### src/rtl/regfile_sb.sv
// ---------------------------------------------------------------------------
// regfile_sb
//   Integer register file with NRD combinational read ports, one write port,
//   a busy-bit scoreboard and a hardware clear sequence that runs after reset.
//   x0 is hardwired to zero and can never be marked busy.
//
//   Optional feature (macro REGFILE_BYPASS_EN):
//     defined   - a read of the register being written this cycle returns the
//                 write data and reports not-busy (unless it is re-issued in
//                 the same cycle).
//     undefined - reads return the stored value; new data appears next cycle.
//
// Ports
//   clk          clock, all state updates on the rising edge
//   rst_n        asynchronous active-low reset
//   ready        1 once the clear sequence has finished
//   rs_addr      read addresses, port i at [i*AW +: AW]
//   rs_data      read data, port i at [i*XLEN +: XLEN]
//   rs_busy      per-port busy bit of the addressed register
//   issue_valid  mark issue_addr busy
//   issue_addr   destination register of the issued instruction
//   rd_write     writeback strobe
//   rd_addr      writeback register
//   rd_data      writeback data
// ---------------------------------------------------------------------------
module regfile_sb #(
    parameter int XLEN  = 64,
    parameter int NREGS = 32,
    parameter int NRD   = 2
) (
    input  logic                          clk,
    input  logic                          rst_n,
    output logic                          ready,
    input  logic [NRD*$clog2(NREGS)-1:0]  rs_addr,
    output logic [NRD*XLEN-1:0]           rs_data,
    output logic [NRD-1:0]                rs_busy,
    input  logic                          issue_valid,
    input  logic [$clog2(NREGS)-1:0]      issue_addr,
    input  logic                          rd_write,
    input  logic [$clog2(NREGS)-1:0]      rd_addr,
    input  logic [XLEN-1:0]               rd_data
);

    localparam int AW = $clog2(NREGS);

    typedef enum logic {CLEAR, RUN} state_t;

    state_t            state_q;
    logic [AW-1:0]     cnt_q;
    logic              ready_q;
    logic [NREGS-1:0]  busy_q;
    logic [NREGS-1:0]  busy_d;
    logic [XLEN-1:0]   regs_q [NREGS];

    logic run;
    logic wr_en;
    logic iss_en;

    assign run    = (state_q == RUN);
    assign wr_en  = run && rd_write && (rd_addr != '0);
    assign iss_en = run && issue_valid && (issue_addr != '0);
    assign ready  = ready_q;

    // Clear sequencer: x0 is never stored, so the sweep starts at register 1
    // and hands over to RUN after the last register has been zeroed.
    always_ff @(posedge clk or negedge rst_n) begin
        if (!rst_n) begin
            state_q <= CLEAR;
            cnt_q   <= AW'(1);
            ready_q <= 1'b0;
        end else begin
            case (state_q)
                CLEAR: begin
                    cnt_q <= cnt_q + AW'(1);
                    if (cnt_q == AW'(NREGS - 1)) begin
                        state_q <= RUN;
                        ready_q <= 1'b1;
                    end
                end
                RUN: begin
                    state_q <= RUN;
                end
                default: begin
                    state_q <= CLEAR;
                end
            endcase
        end
    end

    // Storage is not reset; the clear sweep initialises it instead.
    always_ff @(posedge clk) begin
        if (!run) begin
            regs_q[cnt_q] <= '0;
        end else if (wr_en) begin
            regs_q[rd_addr] <= rd_data;
        end
    end

    // Scoreboard: the set is applied after the clear so that an issue to the
    // register being written back in the same cycle (a newer producer) wins.
    always_comb begin
        busy_d = busy_q;
        if (wr_en) begin
            busy_d[rd_addr] = 1'b0;
        end
        if (iss_en) begin
            busy_d[issue_addr] = 1'b1;
        end
        busy_d[0] = 1'b0;
    end

    always_ff @(posedge clk or negedge rst_n) begin
        if (!rst_n) begin
            busy_q <= '0;
        end else begin
            busy_q <= busy_d;
        end
    end

    for (genvar g = 0; g < NRD; g++) begin : g_rd
        logic [AW-1:0] a;
        logic          hit;
        logic          mute;

        assign a    = rs_addr[g*AW +: AW];
        assign mute = !run || (a == '0);
`ifdef REGFILE_BYPASS_EN
        assign hit  = wr_en && (rd_addr == a);
`else
        assign hit  = 1'b0;
`endif
        assign rs_data[g*XLEN +: XLEN] = mute ? '0 : (hit ? rd_data : regs_q[a]);
        // A forwarded register reads as free unless it is re-issued this cycle,
        // in which case the registered busy bit is reported unchanged.
        assign rs_busy[g] = mute ? 1'b0 :
                            (hit && !(iss_en && (issue_addr == a))) ? 1'b0 : busy_q[a];
    end

endmodule

### config.mk
export PLATFORM = sky130hd
export DESIGN_NAME = regfile_sb
export DESIGN_NICKNAME = d
export VERILOG_FILES = /design/src/rtl/regfile_sb.sv
export SDC_FILE = /design/constraint.sdc
export NUM_CORES = 2
export LEC_CHECK = 0
export BUFFER_PORTS_ARGS = -buffer_cell sky130_fd_sc_hd__buf_2
export CORE_MARGIN = 2
export CORE_UTILIZATION = 57
export DETAILED_ROUTE_END_ITERATION = 12
export PLACE_DENSITY = 0.84
export SYNTH_ARGS = -nofsm -noshare
export SYNTH_HDL_FRONTEND = slang
export SYNTH_SLANG_ARGS = --single-unit
### constraint.sdc
create_clock -name clk -period 6.3 [get_ports clk]
set_input_delay 0.63 -clock clk [delete_from_list [all_inputs] [get_ports clk]]
set_output_delay 0.63 -clock clk [all_outputs]
set_load 0.03 [all_outputs]
======== Yosys cells after proc, flatten, opt, wreduce, memory -nomap -nowiden ========
Memory sizes are Yosys's and may differ from the RTL's.
Cells that the tools add are included.
cells by class
  $add $sub $neg .......................... 1
  multiply operators ...................... 0
  divide/modulo/power cells ............... 0
  $lt $le $gt $ge ......................... 6
  equal/unequal tests ..................... 1
  shift-type cells ........................ 0
  muxes and demuxes ....................... 23
  bitwise gates (word level) .............. 4
  reductions and logical operators ........ 15
operator list
  cell                                                  count
  two-way mux 64 bit                                    3
  two-way mux 32 bit                                    2
  OR reduction 64 bit                                   1
  AND 32 bit                                            1
  NOT 32 bit                                            1
  bitwise OR 32 bit                                     1
  < comparator 5 x 6 -> 1 bit (second input constant)   4
  two-way mux 1 bit                                     12
  binary-select mux 1 bit (select 5 bit)                2
  demux 1 bit (select 5 bit)                            2
  >= comparator 5 x 1 -> 1 bit (second input constant)  2
  logical NOT 5 bit                                     2
  nonzero test 5 bit                                    2
  logical AND 1 bit                                     6
  adder 5 x 1 -> 5 bit (second input constant)          1
  equality test 5 bit (second input constant)           1
  two-way mux 5 bit                                     1
  logical OR 1 bit                                      2
  one-hot mux 1 bit (2 select lines)                    1
  AND reduction 2 bit                                   1
  logical NOT 1 bit                                     1
  NOT 1 bit                                             1
storage, ports and cells
  register bits ........................... 38
  bits in latches ......................... 0
  memory bits (writable) .................. 2048
  ROM bits ................................ 0
  bits of input ports ..................... 88
  output and inout bits ................... 131
  word-level logic and storage cells ...... 55
  memories kept ........................... 1
memory list
  name    depth  bits a word  read ports  clocked after memory_dff  wr ports  line  text
  regs_q  32     64           2           0                         1         53    logic [XLEN-1:0] regs_q [NREGS];

======== Logic depth before layout (Yosys ltp) ========
  word-level depth ........................ 9
  mapped depth ............................ 9
  depth with buffers taken out ............ 4

======== Least setup slack after synthesis ========
Ideal clock, no wire load.
  kind .................................... input to register
  from .................................... input port rd_addr[2]
  to ...................................... memory regs_q[17][0], enable pin
  setup time .............................. 0.565 ns
  arrival ................................. 5.961 ns
  required time ........................... 5.735 ns
  slack ................................... -0.226 ns
  stages on the path ...................... 4
  path buffers ............................ 1
  cell sequence ........................... clkbuf_1 -> or3b_2 -> mux2_2 -> nor3_1
on the way
  word-level cells in the longest chain between the ends .. 7
  elaborated cells between the ends (all ways) .. 8
  those cells by class .................... 5 x mux; 3 x reduce/logical
ends and longest elaborated chain
  element                                                                         line  text
  from (decl)                                                                     40    input logic [$clog2(NREGS)-1:0] rd_addr,
  nonzero test 5 bit                                                              60    assign wr_en = run && rd_write && (rd_addr != '0);
  logical AND 1 bit                                                               60
  two-way mux 1 bit                                                               94    end else if (wr_en) begin
  two-way mux 1 bit                                                               92    if (!run) begin
  two-way mux 1 bit (not written as such)                                         95    regs_q[rd_addr] <= rd_data;
  OR reduction 64 bit (no source line)                                            --
  two-way mux 5 bit (no source line) / two-way mux 1 bit (equally long branches)  --
  to (decl)                                                                       53
Several ways; a longest one is shown, not always the timed one.

======== Worst setup path after layout ========
  from .................................... register state_q (netlist: run)
  to ...................................... output port rs_data[60]
on the way
  word-level cells in the longest chain between the ends .. 3
ends and longest elaborated chain
  element                 line  text
  from (decl)             48    state_t state_q;
  from (signal assigned)  68    state_q <= CLEAR;
  from (signal assigned)  76    state_q <= RUN;
  from (signal assigned)  81    state_q <= RUN;
  logical NOT 1 bit       126   assign mute = !run || (a == '0);
  logical OR 1 bit        126
  two-way mux 64 bit      132   assign rs_data[g*XLEN +: XLEN] = mute ? '0 : (hit ? rd_data : regs_q[a]);
  to (decl)               35    output logic [NRD*XLEN-1:0] rs_data,
Every way passes these cells.

==> results.ini <==
[routing]
num_vias = 60370
via_per_inst = 7.873
first_pass_iters = 8
routedWlPerCell_um = 38.80
ant_nets = 0
wirelength_um = 297500
drc_errors = 0
drtIter0Drc = 11060

[place]
place_congestion = 0.8483
dp_hpwl_um = 156600
post-place-cells = 7305
dp_slack_ns = 1.932
portBuffers = 218
dpl_cell_area_um2 = 99690

[run]
max_cap_viol_count = 0

[clocking]
cts.sinks = 2086
max-clock-path-buffers = 3
clk_latency_ns = 0.83
clkTransAtPathRegs_ns = 0.07
cts.repair.resized = 0
h-tree-depth = 4
clk_root_buffer_cell = clkbuf_16
cts_buffers = 200
cts_tree = built

[synthesis]
netlist_area_um2 = 95940
synth_area_per_cell_um2 = 18.61
synth-edff-count = 2048
synth_nets = 5246
synth.area.top_cells = edfxtp_1, mux4_2, mux2i_1
synth_warnings = 0
synthFlopType = edfxtp_1
synth_cells = 5156
synth_top_area_share_pct = 64.10
yosysMostFrequentCell = edfxtp_1
ys_types = 54
yosysTopAreaCell = edfxtp_1
ys_ff_latch = 2086
async_reset_ff_share_pct = 1.822
ys_top_cells_by_count = edfxtp_1, mux4_2, mux2i_1, a22oi_1, clkbuf_1
yosysSeqAreaShare_pct = 65.10

[global_route]
grt_pass1_wl_um = 421900
grt_usage_pct = 34.24
grt_overflow = 0
antenna_found_initial = 10
grt_pass1_vias = 60600
grt_max_degree = 95

[pwr]
leakagePower_nw = 37.49
net-switching-power_mw = 6.854
peakVddDrop_mv = 0.3549
fin_total_pwr_mw = 29.57
pwr-share-comb_pct = 8.3
p_clk_share_pct = 39.8
p_int_mw = 22.72
switching_share_pct = 23.18
seqPwrFrac_pct = 51.9
power_density_nw_per_um2 = 279.1

[setup_path]
crit_path_end_kind = output pin
cp.arrival_ns = 4.76
worstPathRequired_ns = 5.67
worstSetupPathType = register to output pin
start_kind = register
worstPathMaxFanout = 28

[final_layout]
post-route-util_pct = 63.36
fin_area_um2 = 106000
finalNonFillerCells = 7667
nets = 5394
drive_gt1_share_pct = 26.88
area_delta_synth_final_pct = 10.44

[floorplan]
start_util_pct = 57.37
die_h_um = 414.3
pin_count = 219
core_um2 = 167200
std_cell_rows = 150
die_x_um = 414.3
die_area_um2 = 171600

[timing]
slew_headroom_pct = 1.611
fmax_ghz = 0.1855
grt_setup_unrepaired = false
setup_tns_ns = 0
worstMarginPinSlew_ns = 1.472
final_max_slew_viol_count = 0
setup-violations-final = 0
hold_viol_final = 0
skew_ns = 0.02289
fin_crit_sh_pct = 85.59
fin_hold_ws_ns = 0.2331
fin_crit_ns = 5.392
setup_slack_ns = 0.9078

[status]
status = finished, final reports clean

[hold_path]
min_path_type = primary input to register

==> registers in the layout, indices dropped and copies added, names as in the netlist <==
name and cells:
run 1, ready 1, regs_q 2048, cnt_q 5
busy_q 31
==> metal layers <==
| layer | track usage, % | wire length, um | vias up |
|---|---|---|---|
| met5 | 0 | 17 | - |
| met4 | 21.46 | 22280 | 2 |
| met3 | 9.679 | 44060 | 1311 |
| met2 | 52.86 | 138100 | 6035 |
| met1 | 43.24 | 92990 | 30560 |
| li1 | - | - | 22460 |
==> power groups by stage <==
stage / Clock (mW) / Sequential, mW / Combinational, mW
after global routing: 12.2 / 15.3 / 2.54
after detailed placement: 0 / 15.6 / 2.40
after floorplan: 0 / 15.6 / 1.58
after CTS: 11.7 / 15.3 / 2.42
final: 11.8 / 15.3 / 2.47
after global placement: 0 / 15.6 / 2.35
==> logic make-up (layout without fill, tap and decap cells) <==
family / Yosys count / after routing / synth area share (%)
mux: 1313 / 1313 / 23.75
simple gates: 576 / 576 / 3.171
xor+xnor: 3 / 3 / 0.02739
other cells: 0 / 6 / 0
fa+ha+maj: 2 / 2 / 0.02608
compound gates: 744 / 744 / 5.638
buf+inv: 432 / 733 / 2.290
flops: 2086 / 2086 / 65.10
==> layout by cell type (no fill, tap or decap), types with 112 or more instances in the layout <==
cell / instances
a22o_1: 119
a22oi_1: 407
a31oi_1: 118
buf_2: 214
buf_4: 112
clkbuf_16: 204
edfxtp_1: 2048
mux2i_1: 539
mux4_2: 765
nand2_1: 135
nand3_1: 138
nand4_1: 129
==> repair_timing <==
action                                 4_1_cts  5_1_grt
hold buffers                                 1        0
endpoints found under the hold margin       37        0
setup buffers                                0        0
==> final timing paths <==
check	startpoint	slack [ns]	end	cells past startpoint
max	run	0.91	rs_data[60]	6
min	issue_addr[4]	0.23	busy_q[18]	3
max reg2reg	run	2.09	regs_q[1][17]	6
min reg2reg	ready	0.50	ready	1
max in group asynchronous	rst_n	5.25	busy_q[23]	2
min in group asynchronous	rst_n	0.50	busy_q[21]	2
==> critical path, stage by stage (launching register included) <==
cell,delay (ns)
dfrtp_1,0.92
nand3_1,0.61
nor2_4,1.02
buf_4,0.53
a22oi_1,0.18
nand4_1,0.33
buf_2,0.27
==> final cells by class <==
cell class | count | area (um2)
inverters | 7 | 26.28
well taps | 2204 | 2758
multi-input cells | 2638 | 31680
clock inverters | 103 | 953.4
fillers | 10710 | 61270
flip-flops and latches | 2086 | 62450
diodes | 6 | 15.01
clock buffers | 252 | 5285
repair buffers | 371 | 2783
(Power assumes the default switching activity.)
